==> src/rtl/pipelined_adder_pkg.sv <==
// pipelined_adder_pkg
//   Constants and helpers shared by the pipelined adder and its chunk adder.
//   A stage record is {valid, carry, rotated operand A / partial sum, shifted
//   operand B}. The record widths depend on the WIDTH parameter, so the record
//   lives in the top as parallel arrays. This package supplies the sizing
//   helpers for those arrays.
package pipelined_adder_pkg;

    localparam int MAX_STAGES = 8;

    // Width of one chunk. It is guarded so that a bad STAGES value reaches
    // the parameter check instead of failing on a divide by zero.
    function automatic int chunk_width(input int width, input int stages);
        return (stages > 0) ? width / stages : 1;
    endfunction

    // Number of operand-B registers. The last stage holds no B bits; the
    // result is at least 1 so that the array stays legal when STAGES=1.
    function automatic int b_regs(input int stages);
        return (stages > 1) ? stages - 1 : 1;
    endfunction

    function automatic bit params_ok(input int width, input int stages);
        return (stages >= 1) && (stages <= MAX_STAGES) && (width > 0) &&
               (width % stages == 0);
    endfunction

endpackage

==> src/rtl/add_chunk.sv <==
// add_chunk
//   Combinational CW-bit adder slice with carry in and carry out.
//   Ports: a, b (CW bits), carry_in -> sum (CW bits), carry_out.
module add_chunk
    import pipelined_adder_pkg::*;
#(
    parameter int CW = 8
) (
    input  logic [CW-1:0] a,
    input  logic [CW-1:0] b,
    input  logic          carry_in,
    output logic [CW-1:0] sum,
    output logic          carry_out
);

    assign {carry_out, sum} = {1'b0, a} + {1'b0, b} + {{CW{1'b0}}, carry_in};

endmodule

==> src/rtl/pipelined_adder_vr.sv <==
// pipelined_adder_vr
//   A WIDTH-bit adder split into STAGES chunks. The adder uses a valid/ready
//   handshake on both sides. Chunk k is added between register k-1 and
//   register k. Chunk 0 is added from the input ports. The last register
//   drives the outputs directly.
//   Ports: clk, rst (async, active-high);
//          a, b, in_valid -> in_ready;
//          c, carry_out, out_valid <- out_ready.
module pipelined_adder_vr
    import pipelined_adder_pkg::*;
#(
    parameter int WIDTH  = 32,
    parameter int STAGES = 4
) (
    input  logic             clk,
    input  logic             rst,
    input  logic [WIDTH-1:0] a,
    input  logic [WIDTH-1:0] b,
    input  logic             in_valid,
    output logic             in_ready,
    output logic [WIDTH-1:0] c,
    output logic             carry_out,
    output logic             out_valid,
    input  logic             out_ready
);

    localparam int CW = chunk_width(WIDTH, STAGES);
    localparam int NB = b_regs(STAGES);

    if (!params_ok(WIDTH, STAGES)) begin : g_param_err
        $error("pipelined_adder_vr: STAGES must be 1..%0d and divide WIDTH", MAX_STAGES);
    end

    // Register k holds the record produced by chunk k.
    logic [STAGES-1:0] vld_d, vld_q;
    logic [STAGES-1:0] cy_d, cy_q;
    logic [WIDTH-1:0]  ra_d [STAGES];
    logic [WIDTH-1:0]  ra_q [STAGES];
    logic [WIDTH-1:0]  rb_d [NB];
    logic [WIDTH-1:0]  rb_q [NB];

    // Chunk k reads its inputs from these sources.
    logic [STAGES-1:0] v_src, cy_src, cout_k, adv, ld;
    logic [WIDTH-1:0]  a_src [STAGES];
    logic [WIDTH-1:0]  b_src [STAGES];
    logic [WIDTH-1:0]  ra_nx [STAGES];
    logic [WIDTH-1:0]  rb_nx [NB];
    logic [CW-1:0]     sum_k [STAGES];

    assign v_src = STAGES'({vld_q, in_valid});

    // A register may take new data when it is empty or when it is draining
    // this cycle. The chain is evaluated from the output back to the input,
    // so a bubble anywhere lets everything upstream of it move.
    always_comb begin
        adv = '0;
        adv[STAGES-1] = !vld_q[STAGES-1] || out_ready;
        for (int k = STAGES - 2; k >= 0; k--) begin
            adv[k] = !vld_q[k] || adv[k+1];
        end
    end

    assign ld = adv & v_src;

    for (genvar k = 0; k < STAGES; k++) begin : g_chunk
        if (k == 0) begin : g_src
            assign a_src[k]  = a;
            assign b_src[k]  = b;
            assign cy_src[k] = 1'b0;
        end else begin : g_src
            assign a_src[k]  = ra_q[k-1];
            assign b_src[k]  = rb_q[k-1];
            assign cy_src[k] = cy_q[k-1];
        end

        // The current chunk of each operand is always in the low CW bits.
        add_chunk #(.CW(CW)) u_add (
            .a        (a_src[k][CW-1:0]),
            .b        (b_src[k][CW-1:0]),
            .carry_in (cy_src[k]),
            .sum      (sum_k[k]),
            .carry_out(cout_k[k])
        );

        // A is rotated right by one chunk at each stage, and the new sum
        // chunk enters at the top. After STAGES rotations the word is the
        // full sum in natural bit order.
        if (CW == WIDTH) begin : g_rot
            assign ra_nx[k] = sum_k[k];
        end else begin : g_rot
            assign ra_nx[k] = {sum_k[k], a_src[k][WIDTH-1:CW]};
        end

        // B only needs to shift. No stage after the last chunk reads it.
        if (k < STAGES - 1) begin : g_bsh
            assign rb_nx[k] = b_src[k] >> CW;
        end
    end

    if (STAGES == 1) begin : g_no_b
        assign rb_nx[0] = '0;
    end

    always_comb begin
        vld_d = vld_q;
        cy_d  = cy_q;
        for (int k = 0; k < STAGES; k++) begin
            vld_d[k] = adv[k] ? v_src[k] : vld_q[k];
            cy_d[k]  = ld[k] ? cout_k[k] : cy_q[k];
            ra_d[k]  = ld[k] ? ra_nx[k] : ra_q[k];
        end
        for (int k = 0; k < NB; k++) begin
            rb_d[k] = (k < STAGES - 1 && ld[k]) ? rb_nx[k] : rb_q[k];
        end
    end

    always_ff @(posedge clk or posedge rst) begin
        if (rst) vld_q <= '0;
        else     vld_q <= vld_d;
    end

    // Data registers have no reset. Their contents are ignored while the
    // valid bit of the same stage is low.
    always_ff @(posedge clk) begin
        cy_q <= cy_d;
        for (int k = 0; k < STAGES; k++) ra_q[k] <= ra_d[k];
        for (int k = 0; k < NB; k++)     rb_q[k] <= rb_d[k];
    end

    assign in_ready  = adv[0];
    assign out_valid = vld_q[STAGES-1];
    assign c         = ra_q[STAGES-1];
    assign carry_out = cy_q[STAGES-1];

endmodule

==> config.mk <==
export PLATFORM = sky130hd
export DESIGN_NAME = pipelined_adder_vr
export DESIGN_NICKNAME = d
export VERILOG_FILES = /design/src/rtl/pipelined_adder_pkg.sv /design/src/rtl/add_chunk.sv /design/src/rtl/pipelined_adder_vr.sv
export SDC_FILE = /design/constraint.sdc
export NUM_CORES = 1
export LEC_CHECK = 0
export BUFFER_PORTS_ARGS = -buffer_cell sky130_fd_sc_hd__buf_2
export CAP_MARGIN = 30
export CELL_PAD_IN_SITES_DETAIL_PLACEMENT = 1
export CELL_PAD_IN_SITES_GLOBAL_PLACEMENT = 1
export CORE_MARGIN = 2
export CORE_UTILIZATION = 40
export CTS_CLUSTER_SIZE = 24
export DETAILED_ROUTE_END_ITERATION = 6
export PLACE_DENSITY = 0.72
export SKIP_LAST_GASP = 1
export SYNTH_ARGS = -nofsm -noshare
export SYNTH_HDL_FRONTEND = slang
export SYNTH_SLANG_ARGS = --single-unit
==> constraint.sdc <==
create_clock -name clk -period 4.3 [get_ports clk]
set_clock_uncertainty 0.15 [all_clocks]
set_input_delay 0.215 -clock clk [delete_from_list [all_inputs] [get_ports clk]]
set_output_delay 0.215 -clock clk [all_outputs]
set_load 0.02 [all_outputs]
-- Word level (Yosys, flattened, before mapping)
Memory sizes are Yosys's and may differ from the RTL's.
Index checks and enable logic that the tools add are counted.
- register bits after elaboration: 8
- RAM bits: 224
- input bits: 68
- output and inout port bits: 35
- word-level logic and storage cells: 33
- memories kept: 2
- add/sub/neg operators: 7
- mux-type cells: 7
- bitwise operators: 1
- reductions and logical operators: 8
- memory list (memory ; words ; bits a word ; rd ports ; clocked after memory_dff ; wr ports ; line ; text):
    ra_q ; 4 ; 32 ; 4 ; 0 ; 4 ; pipelined_adder_vr.sv:38 ; logic [WIDTH-1:0] ra_q [STAGES];
    rb_q ; 3 ; 32 ; 3 ; 0 ; 3 ; pipelined_adder_vr.sv:40 ; logic [WIDTH-1:0] rb_q [NB];
- operator list (cell ; number):
    $mux W32 ; 7
    $add A8 B8 Y9 ; 4
    $add A9 B1 Y9 ; 3
    $and A4 B4 Y4 ; 1
    $logic_not A1 Y1 ; 4
    $logic_or A1 B1 Y1 ; 4

-- Logic depth before layout (Yosys ltp)
Gate-level depths: netlist of the first run.
- depth in word-level cells: 7
- mapped depth: 6

-- Hierarchy
A second synthesis of the first run with hierarchy kept.
- cell total of the unflattened synthesis: 360
- area, all modules: 6924.1 um^2
- modules (own cells, without submodules) (module ; times used ; cells an instance ; area each (um^2) ; sequential area each (um^2)):
    pipelined_adder_vr ; 1 ; 198 ; 5597.9 ; 5505.3
    add_chunk (g_chunk[0].u_add ...) ; 3 ; 40 ; 331.6 ; 0.0
    add_chunk (g_chunk[2].u_add) ; 1 ; 42 ; 331.6 ; 0.0

-- Least setup slack after synthesis of the first run
OpenSTA, ideal clock, no wires.
- path kind: register -> register
- start: register vld_q[3]
- end: register cy_q[2], enable pin
- setup time: 502 ps
- arrival: 3671 ps
- required time: 3648 ps
- slack: -23 ps
- cell stages (with the launch flop): 3
- buffers on the path: 0
- period minus slack after synthesis: 4323 ps
- path through: dfrtp_1 nor2b_1 a21boi_0
- cells in the longest elaborated chain, start to end: 4
- RTL lines (item ; line ; text):
    start, declared ; pipelined_adder_vr.sv:35 ; logic [STAGES-1:0] vld_d, vld_q;
    start signal, assigned ; pipelined_adder_vr.sv:119 ; else vld_q <= vld_d;
    $logic_not A1 Y1 ; pipelined_adder_vr.sv:57 ; adv[STAGES-1] = !vld_q[STAGES-1] || out_ready;
    $logic_or A1 B1 Y1 ; pipelined_adder_vr.sv:57 ;
    $logic_or A1 B1 Y1 ; pipelined_adder_vr.sv:59 ; adv[k] = !vld_q[k] || adv[k+1];
    $and A4 B4 Y4 ; pipelined_adder_vr.sv:63 ; assign ld = adv & v_src;
    named net ld[2] ; pipelined_adder_vr.sv:43 ; logic [STAGES-1:0] v_src, cy_src, cout_k, adv, ld;
    end signal, assigned ; pipelined_adder_vr.sv:125 ; cy_q <= cy_d;
    end, declared ; pipelined_adder_vr.sv:36 ; logic [STAGES-1:0] cy_d, cy_q;
The timed path passes the listed nets, and every way through them passes these cells.
A chain may end at the register's enable or synchronous reset.

==> results of run 1 <==
[per-stage QoR]
step | total power [uW] | worst slack (ps) | instance area [um^2]
finish | 4500 | 1720 | 8810
global route | 4700 | 1590 | 8810
CTS | 4560 | 1700 | 8810
detailed placement | 2970 | 1720 | 7680
global placement | 2920 | 1850 | 7660
floorplan | 2760 | 1060 | 6840
[logic make-up (layout without fill, tap and decap cells)]
group / after synthesis / count (layout) / synth area share, %
and+or+nand+nor: 47 / 47 / 3.79
adders and majority gates: 36 / 36 / 7.35
AOI/OAI and AO/OA: 56 / 56 / 5.52
buffers and inverters: 10 / 201 / 0.549
DFF: 184 / 184 / 80.5
xor gates and xnor gates: 18 / 18 / 2.30
[area by class of cell]
type,count,area (um^2),share of cell area [%]
sequential,184,5510,62.5
multi-input combinational,157,1320,15.0
timing repair buffer,159,1090,12.3
clock buffer,19,433,4.91
tap,220,275,3.12
clock inverter,13,154,1.75
inverter,10,37.5,0.426
[worst register-to-register path, cell delays in order, from the launching register on]
cell and delay [ps]:
edfxtp_1 400, fa_1 480, fa_1 420, a21o_1 180, a21oi_1 300, a2bb2oi_1 290, a21oi_1 110
[synthesized netlist by cell type (2+ instances only)]
master,number,area [um^2]
o2111ai_1,3,26.3
o21ai_0,7,35.0
nand2_1,4,15.0
and2_1,2,12.5
a21o_1,10,75.1
nor3_1,7,35.0
fa_1,7,140
nor2_1,10,37.5
nand3_1,5,25.0
inv_1,10,37.5
xor2_1,9,78.8
a21oi_1,14,70.1
o21a_1,6,45.0
a2bb2oi_1,2,17.5
ha_1,29,363
a21oi_2,2,17.5
a22oi_1,2,15.0
o221ai_1,2,17.5
o21bai_1,2,15.0
a31oi_1,3,18.8
nand3b_1,3,22.5
edfxtp_1,180,5410
nand2b_1,4,25.0
nor2b_1,4,25.0
dfrtp_1,4,100
or3b_1,2,17.5
xnor2_1,9,78.8
a221oi_1,2,17.5
[power breakdown]
| group | internal [uW] | switching, uW |
|---|---|---|
| clock network | 911 | 633 |
| logic | 248 | 360 |
| registers | 2280 | 68.0 |
[state kept, by name, summed over array words and instances (netlist names)]
signal and cells:
cy_q 4, rb_q 48, ra_q 128, vld_q 4
[layer usage]
| layer | global-route usage [%] | up-vias | part of all wire, % |
|---|---|---|---|
| met1 | 15.7 | 1753 | 40 |
| met2 | 25.2 | 90 | 54 |
| met4 | 4.91 | 0 | 1.6 |
| met3 | 4.84 | 18 | 4.8 |
| li1 | - | 1733 | - |
| met5 | 0 | - | 0 |
[timing repair]
action                                 CTS  global route
endpoints found under the hold margin   55             0
hold buffers                            54             0
setup buffers                            0             0
[worst min path at each step]
stage               from       end  slack [ps]
floorplan            rst  vld_q[0]        -170
global placement     rst  vld_q[3]         -60
detailed placement   rst  vld_q[2]         -40
CTS                  rst  vld_q[2]          50
global route         rst  vld_q[1]          60
finish               rst  vld_q[2]          70
==> metrics.md, run 1 <==
| Metric | Value |
|---|---|
| Syn nets | 455 |
| TritonCTS clock tree | yes |
| Yosys reg bits | 184 |
| Global route total overflow | 0 |
| Root Driver | clkbuf_16 |
| Buf+Inv Stages, Crit Path | 0 |
| Number of global-route vias before repair | 3935 |
| DRT iter0 DRCs | 229 |
| First-pass GRT wire length | 19300 um |
| Post-synth EDFFs | 180 |
| Worst skew pair latency | 420 ps |
| Max frequency | 388 MHz |
| Clock Tree Buf Depth | 2 |
| Die W | 135 um |
| Drt via density | 4.72 |
| Initial antenna violation count | 0 |
| Largest net degree at the start of global routing | 58 |
| Post_cts resized | 0 |
| Worst reg2reg path endpoint | cy_q[3] |
| Unrepaired setup endpoints after global routing | no |
| Maxcap violations | 0 |
| Worst Path Arrival | 2600 ps |
| Warnings, synthesis | 0 |
| Worst IR Drop VDD | 262 uV |
| Critical path fanouts, max | 3 |
| Ratio of cells with drive above 1 in the final layout | 25.6% |
| PortBufs | 102 |
| FILL cells | 1577 |
| Post-Syn Instances | 351 |
| Reg-to-reg startpoint | ra_q[2][0] |
| Hold_ws | 74.5 ps |
| Boundary Pins | 103 |
| H-Tree Depth | 4 |
| Period Utilization, post-route | 60.0% |
| Diode count | 0 |
| Worst Setup Start Kind | register |
| R2R setup slack | 1720 ps |
| Netlist cell types | 35 |
| Delay-heaviest family, CP | adder cells |
| Hpwl dp | 7560 um |
| Setup TNS | 0 ps |
| Area Overhead vs Synth | 28.8% |
| Crit path from | ra_q[2][0] |
| Slowest-stage cell, CP | fa_1 |
| Clock-pin transition on the worst setup and hold timing paths | 70 ps |
| Minimum clock period | 2580 ps |
| Inst Count DP | 676 |
| Routed via count | 3594 |
| Nets | 633 |
| CP endpoint | cy_q[3] |
| Most frequent cells in the layout | edfxtp_1, buf_2, dlygate4sd3_1 |
| Routed Wire Length | 11800 um |
| Die area | 0.0182 mm^2 |
| WS Path Type | register to register |
| Final setup viols | 0 |
| Delay of the slowest critical-path stage | 480 ps |
| Slew @ Worst Pin | 920 ps |
| DRC | 0 |
| Starting Density | 41.1% |
| WL/cell | 15.5 um |
| Slew Limit Fails | 0 |
| PwrDens | 511 mW/mm^2 |
| Worst setup EP type | register |
| Antenna Nets Post-Route | 0 |
| Fin. Hold Viols | 0 |
| Core Util, Final | 52.9% |
| Status | complete, no violations |
| Max-slew headroom | 38.5% |
| Leakage power | 0.00337 uW |
| WP data required | 4320 ps |
| WP depth | 6 |
| Total Routing Usage GR | 14.1% |
| Seq/Total Area, Yosys | 80.5% |
| Avg Synthesized Cell Area | 19.5 um^2 |
| Die height | 135 um |
| Core area | 0.0166 mm^2 |
| Inserted Clock Buffers | 17 |
| GPL Wtd Cong | 0.745 |
| Fin cells | 762 |
| R2R cell count | 6 |
| Synth Flop Type | edfxtp_1 |
| FFs w/ async S/R, synth | 2.17% |
| Synth Cell Area | 0.00684 mm^2 |
| Hold WC Path Type | input port to asynchronous set/reset pin |
| Rows | 47 |
| Most common cell after layout, fill and taps aside | edfxtp_1 |
| Sink Count | 184 |
| Critical path cell sequence | fa_1 -> fa_1 -> a21o_1 -> a21oi_1 -> a2bb2oi_1 -> a21oi_1 |
| First drt pass iteration count | 4 |
(Power assumes the default switching activity.)
==> inputs of run 2 (changes only) <==
Clock period 4.3 ns to 2.2 ns, I/O delays scaled along.
==> run 2 against run 1 <==
Effect of this change:
- setup slack worse by 1700 ps
- wire length is 4.0% higher
- design area is 3.1% higher
- final cell count is 2.0% higher
- register-to-register slack worse by 1700 ps
- maximum frequency is 16% higher
- the run now ends with negative setup slack left
- largest cell class unchanged
- clock-buffer cell count is 1 higher
- critical path depth stayed put
==> metrics.md, run 2 (synthesis gave the netlist of run 1 again) <==
| Metric | Value |
|---|---|
| Status | complete, but fails checks |
| Failing checks | negative setup slack |
| Psw | 2090 uW (+97%) |
| Largest regs | ra_q: 128 flops, rb_q: 48 flops |
| Number of global-route vias before repair | 3946 (+0.28%) |
| Initial antenna violation count | 0 (unchanged) |
| DRT iter0 DRCs | 202 (-12%) |
| Pint | 7040 uW (+100%) |
| Most common cell on crit path | fa_2 |
| WL/cell | 15.8 um (+2.0%) |
| Hold WC Path Type | input port to register |
| First drt pass iteration count | 4 (unchanged) |
| TritonCTS clock tree | yes |
| Antenna Nets Post-Route | 0 (unchanged) |
| Worst setup EP type | register |
| Die height | 135 um (unchanged) |
| Sw Share | 22.9% (-0.67 points) |
| Hpwl dp | 8020 um (+6.0%) |
| Max frequency | 449 MHz (+16%) |
| Area Overhead vs Synth | 32.8% |
| Max FFs per register | 128 (unchanged) |
| WP data required | 2200 ps (-2120 ps) |
| Minimum clock period | 2230 ps (-354 ps) |
| Worst Setup Start Kind | register |
| Critical path cell sequence | fa_2 -> fa_2 -> a21o_1 -> a21oi_2 -> a2bb2oi_2 -> a22oi_1 |
| Worst IR Drop VDD | 605 uV (+130%) |
| Maxcap violations | 0 (unchanged) |
| Slew @ Worst Pin | 431 ps (-489 ps) |
| Rows | 47 (unchanged) |
| Routed via count | 3691 (+2.7%) |
| PwrDens | 1010 mW/mm^2 (+97%) |
| Die W | 135 um (unchanged) |
| Boundary Pins | 103 (unchanged) |
| Largest net degree at the start of global routing | 50 (-14%) |
| Clock-pin transition on the worst setup and hold timing paths | 60 ps (about the same) |
| H-Tree Depth | 4 (unchanged) |
| Global route total overflow | 0 (unchanged) |
| Nets | 648 (+2.4%) |
| Starting Density | 41.1% (unchanged) |
| Die area | 0.0182 mm^2 (unchanged) |
| Root Driver | clkbuf_16 |
| Slew Limit Fails | 0 (unchanged) |
| Routed Wire Length | 12300 um (+4.0%) |
| Sink Count | 184 (unchanged) |
| Most common cell after layout, fill and taps aside | edfxtp_1 |
| Setup TNS | -26.3 ps (-26.3 ps) |
| Buf+Inv Stages, Crit Path | 0 (unchanged) |
| Fin. Hold Viols | 0 (unchanged) |
| Clock Tree Buf Depth | 2 (unchanged) |
| Sequential power share | 50.3% (-1.9 points) |
| Final setup viols | 1 (+1) |
| Slowest-stage cell, CP | fa_2 |
| WS Path Type | register to register |
| Setup WS post-layout | -26.3 ps (-1750 ps) |
| First-pass GRT wire length | 19700 um (+2.1%) |
| Leakage power | 0.00348 uW (+3.3%) |
| Max-slew headroom | 71.3% (+33 points) |
| Clock network fraction of design power | 35.4% (+1.1 points) |
| Largest Register | ra_q |
| DRC | 0 (unchanged) |
| Delay-heaviest family, CP | adder cells |
| Worst skew pair latency | 410 ps (about the same) |
| Unrepaired setup endpoints after global routing | yes |
| Core area | 0.0166 mm^2 (unchanged) |
| Critical path fanouts, max | 3 (unchanged) |
| Drt via density | 4.75 (+0.72%) |
| GPL Wtd Cong | 0.735 (-1.3%) |
| Most frequent cells in the layout | edfxtp_1, buf_2, dlygate4sd3_1 |
| Delay of the slowest critical-path stage | 420 ps (-60 ps) |
| PortBufs | 102 (unchanged) |
| Period Utilization, post-route | 101% (+41 points) |
| Comb power frac | 14.3% (+0.8 points) |
| Total Routing Usage GR | 14.4% (+0.24 points) |
| Diode count | 0 (unchanged) |
| Worst Path Arrival | 2230 ps (-370 ps) |
| Hold_ws | 71.5 ps (-3.02 ps) |
| Inserted Clock Buffers | 17 (unchanged) |
| Ratio of cells with drive above 1 in the final layout | 29.3% (+3.6 points) |
[run 2: stage by stage]
step | setup slack, ps | instances | util [%] | power [uW] | cell area [um^2]
global route | -107 | 777 | 54.6 | 9510 | 9080
detailed placement | -92.6 | 685 | 47.0 | 5870 | 7810
global placement | -14.9 | 685 | 47.0 | 5790 | 7810
floorplan | -173 | 351 | - | 5390 | 6860
CTS | -29.4 | 776 | 54.4 | 9220 | 9050
finish | -26.3 | 777 | 54.6 | 9140 | 9080
[run 2: worst min-delay path, stage by stage]
cell and delay [ps]:
buf_2 80, ha_1 190, xnor2_1 140
[run 2: final timing paths]
kind                       slack [ps]        start  depth (start not counted)          end
max                               -30   ra_q[2][0]                          6  ra_q[3][30]
min                                70         b[3]                          3  ra_q[0][27]
max reg2reg                       -30   ra_q[2][0]                          6  ra_q[3][30]
min reg2reg                       260  ra_q[0][13]                          0   ra_q[1][5]
max in group asynchronous        1210          rst                          4     vld_q[2]
min in group asynchronous         540          rst                          4     vld_q[3]
[run 2: power by group through the flow]
stage / Combinational [uW] / Clock (uW) / Sequential, uW
2_1_floorplan: 608 / 0 / 4780
3_5_place_dp: 1200 / 0 / 4670
4_1_cts: 1300 / 3310 / 4600
3_3_place_gp: 1150 / 0 / 4650
6_report: 1300 / 3240 / 4590
5_1_grt: 1440 / 3430 / 4640
[run 2: per-layer routing]
layer / GRT usage [%] / wire, um
met4: 6.08 / 240
met5: 0 / 0
met3: 3.68 / 497
met2: 26.7 / 6820
met1: 15.4 / 4700
[run 2: timing repair]
action                                 in CTS  in global routing
buffers inserted                            0                  1
resized for setup                           4                  6
pin swaps                                   1                  1
endpoints found under the hold margin      58                  0
setup endpoints to repair                   6                  8
hold buffers                               59                  0
[run 2: cell type report]
type | count | area [um^2]
Inverter | 10 | 37.5
Fill cell | 1537 | 7560
Multi-Input combinational cell | 157 | 1370
Sequential cell | 184 | 5510
Timing Repair Buffer | 174 | 1260
Clock inverter | 12 | 196
Tap cell | 220 | 275
Clock buffer | 20 | 437
==> inputs of run 3 (changes only) <==
Settings changed: SKIP_CTS_REPAIR_TIMING from default to 1.
==> run 3 against run 2 <==
Effect of this change:
- the flow still finishes with violations (negative setup slack)
- die area unchanged
- critical endpoint unchanged
- clock-buffer cell count unchanged
- largest cell class unchanged
- highest routed layer unchanged
- global-route usage down 1.3 points
- wire length about the same
- via count shrank 0.38%
- first-iteration DRC count rose by 4.0%
- clock power barely moved
- non-clock buffer count shrank 3
- sequential share of layout area rose by 0.29 points
==> metrics.md, run 3 (synthesis gave the netlist of run 1 again) <==
| Metric | Value |
|---|---|
| Period Utilization, post-route | 102% (+0.80 points) |
| Setup WS post-layout | -43.8 ps (-17.5 ps) |
| CP endpoint | ra_q[3][30] |
| DRC | 0 (unchanged) |
| Fin cells | 776 (-0.13%) |
| Worst Path Arrival | 2250 ps (+20 ps) |
| Inst Count DP | 685 (unchanged) |
| Critical path fanouts, max | 3 (unchanged) |
| Fin. Hold Viols | 0 (unchanged) |
| First-pass GRT wire length | 17900 um (-9.2%) |
| Number of global-route vias before repair | 3650 (-7.5%) |
| Failing checks | negative setup slack |
| Worst skew pair latency | 410 ps (about the same) |
| Slew @ Worst Pin | 417 ps (-13.6 ps) |
| Final setup viols | 2 (+1) |
| Ratio of cells with drive above 1 in the final layout | 29.1% (-0.20 points) |
| PortBufs | 102 (unchanged) |
| Sink Count | 184 (unchanged) |
| Hold WC Path Type | input port to register |
| Max-slew headroom | 72.2% (+0.91 points) |
| Max FFs per register | 128 (unchanged) |
| Nets | 645 (-0.46%) |
| DRT iter0 DRCs | 210 (+4.0%) |
| Antenna Nets Post-Route | 0 (unchanged) |
| Clock Tree Buf Depth | 2 (unchanged) |
| Most frequent cells in the layout | edfxtp_1, buf_2, dlygate4sd3_1 |
| Power, Total | 9110 uW (-0.24%) |
| H-Tree Depth | 4 (unchanged) |
| Maxcap violations | 0 (unchanged) |
| Largest Register | ra_q |
| Routed via count | 3677 (-0.38%) |
| Initial antenna violation count | 1 (+1) |
| Core area | 0.0166 mm^2 (unchanged) |
| Largest net degree at the start of global routing | 50 (unchanged) |
| Unrepaired setup endpoints after global routing | yes |
| Boundary Pins | 103 (unchanged) |
| Setup TNS | -55.8 ps (-29.5 ps) |
| Die W | 135 um (unchanged) |
| Die height | 135 um (unchanged) |
| Clock-pin transition on the worst setup and hold timing paths | 60 ps (about the same) |
| Largest regs | ra_q: 128 flops, rb_q: 48 flops |
| Routed Wire Length | 12200 um (about the same) |
| Global route total overflow | 0 (unchanged) |
| R2R cell count | 6 (unchanged) |
| GPL Wtd Cong | 0.735 (unchanged) |
| Most common cell after layout, fill and taps aside | edfxtp_1 |
| Placed cell area | 0.00781 mm^2 (unchanged) |
| Rows | 47 (unchanged) |
| Area Overhead vs Synth | 32.2% |
| WL/cell | 15.8 um (about the same) |
| Starting Density | 41.1% (unchanged) |
| Slew Limit Fails | 0 (unchanged) |
| Minimum clock period | 2240 ps (+17.5 ps) |
| TritonCTS clock tree | yes |
| Die area | 0.0182 mm^2 (unchanged) |
| Drt via density | 4.74 (-0.25%) |
| Max frequency | 446 MHz (-0.78%) |
| Root Driver | clkbuf_16 |
| R2R setup slack | -40 ps (-20 ps) |
| Worst reg2reg path endpoint | ra_q[3][30] |
| Crit path from | cy_q[2] |
| Worst setup EP type | register |
| Leakage power | 0.00346 uW (-0.43%) |
| Inserted Clock Buffers | 17 (unchanged) |
| Total Routing Usage GR | 13.1% (-1.3 points) |
| Worst Setup Start Kind | register |
| WP data required | 2200 ps (about the same) |
| First drt pass iteration count | 4 (unchanged) |
| PwrDens | 1010 mW/mm^2 (+0.23%) |
| Post-route cell area | 0.00904 mm^2 (-0.47%) |
| Setup WS pre-CTS | -92.6 ps (unchanged) |
| Hpwl dp | 8020 um (unchanged) |
| Reg-to-reg startpoint | cy_q[2] |
| Worst IR Drop VDD | 605 uV (about the same) |
| FILL cells | 1545 (+0.52%) |
| Status | complete, but fails checks |
| WS Path Type | register to register |
==> run 3: changes by cell type in the layout (fill, tap and decap cells not counted) <==
cell           change
a21oi_1            +1
dlygate4sd3_1      -3
diode_2            +2
a2bb2oi_1          +1
a2bb2oi_2          -1
a21oi_4            -1
==> run 3: worst min path at each step <==
| stage | startpoint | endpoint | slack [ps] | cells past startpoint |
|---|---|---|---|---|
| floorplan | rst | vld_q[0] | -270 | 1 |
| global placement | rst | vld_q[3] | -160 | 2 |
| detailed placement | rst | vld_q[2] | -140 | 2 |
| CTS | rst | vld_q[2] | -590 | 2 |
| global route | b[7] | ra_q[0][31] | 30 | 3 |
| finish | b[7] | ra_q[0][31] | 7 | 3 |
==> run 3: through the flow <==
step	hold WS (ps)	utilization, %
2_1_floorplan	-274	-
3_3_place_gp	-162	47.0
5_1_grt	28.7	54.3
3_5_place_dp	-145	47.0
6_report	6.88	54.3
4_1_cts	-593	50.8
==> run 3: critical path, stage by stage (launching register included) <==
cell,delay (ps)
edfxtp_1,420
fa_2,420
fa_2,360
a21o_1,170
a21oi_2,180
a2bb2oi_2,190
a22oi_1,100
==> run 3: routing by layer <==
layer / vias to the layer above / share of wire, % / global-route usage, %
met1: 1801 / 38 / 14.1
met3: 20 / 4.1 / 3.90
met2: 92 / 56 / 23.5
met5: - / 0 / 0
li1: 1764 / - / -
met4: 0 / 2.0 / 6.26
==> run 3: area by class of cell <==
cell class	count	area, um^2	share of cell area (%)
clock inverters	12	196	2.17
diodes	2	5.00	0.0554
multi-input cells	157	1350	15.0
inverters	10	37.5	0.415
clock buffers	20	437	4.83
well taps	220	275	3.04
repair buffers	171	1230	13.6
flip-flops and latches	184	5510	60.9
==> run 3: where the power goes <==
group | internal [uW] | switching, uW | total, uW
clock network | 2020 | 1220 | 3230
registers | 4460 | 135 | 4590
logic | 558 | 728 | 1290
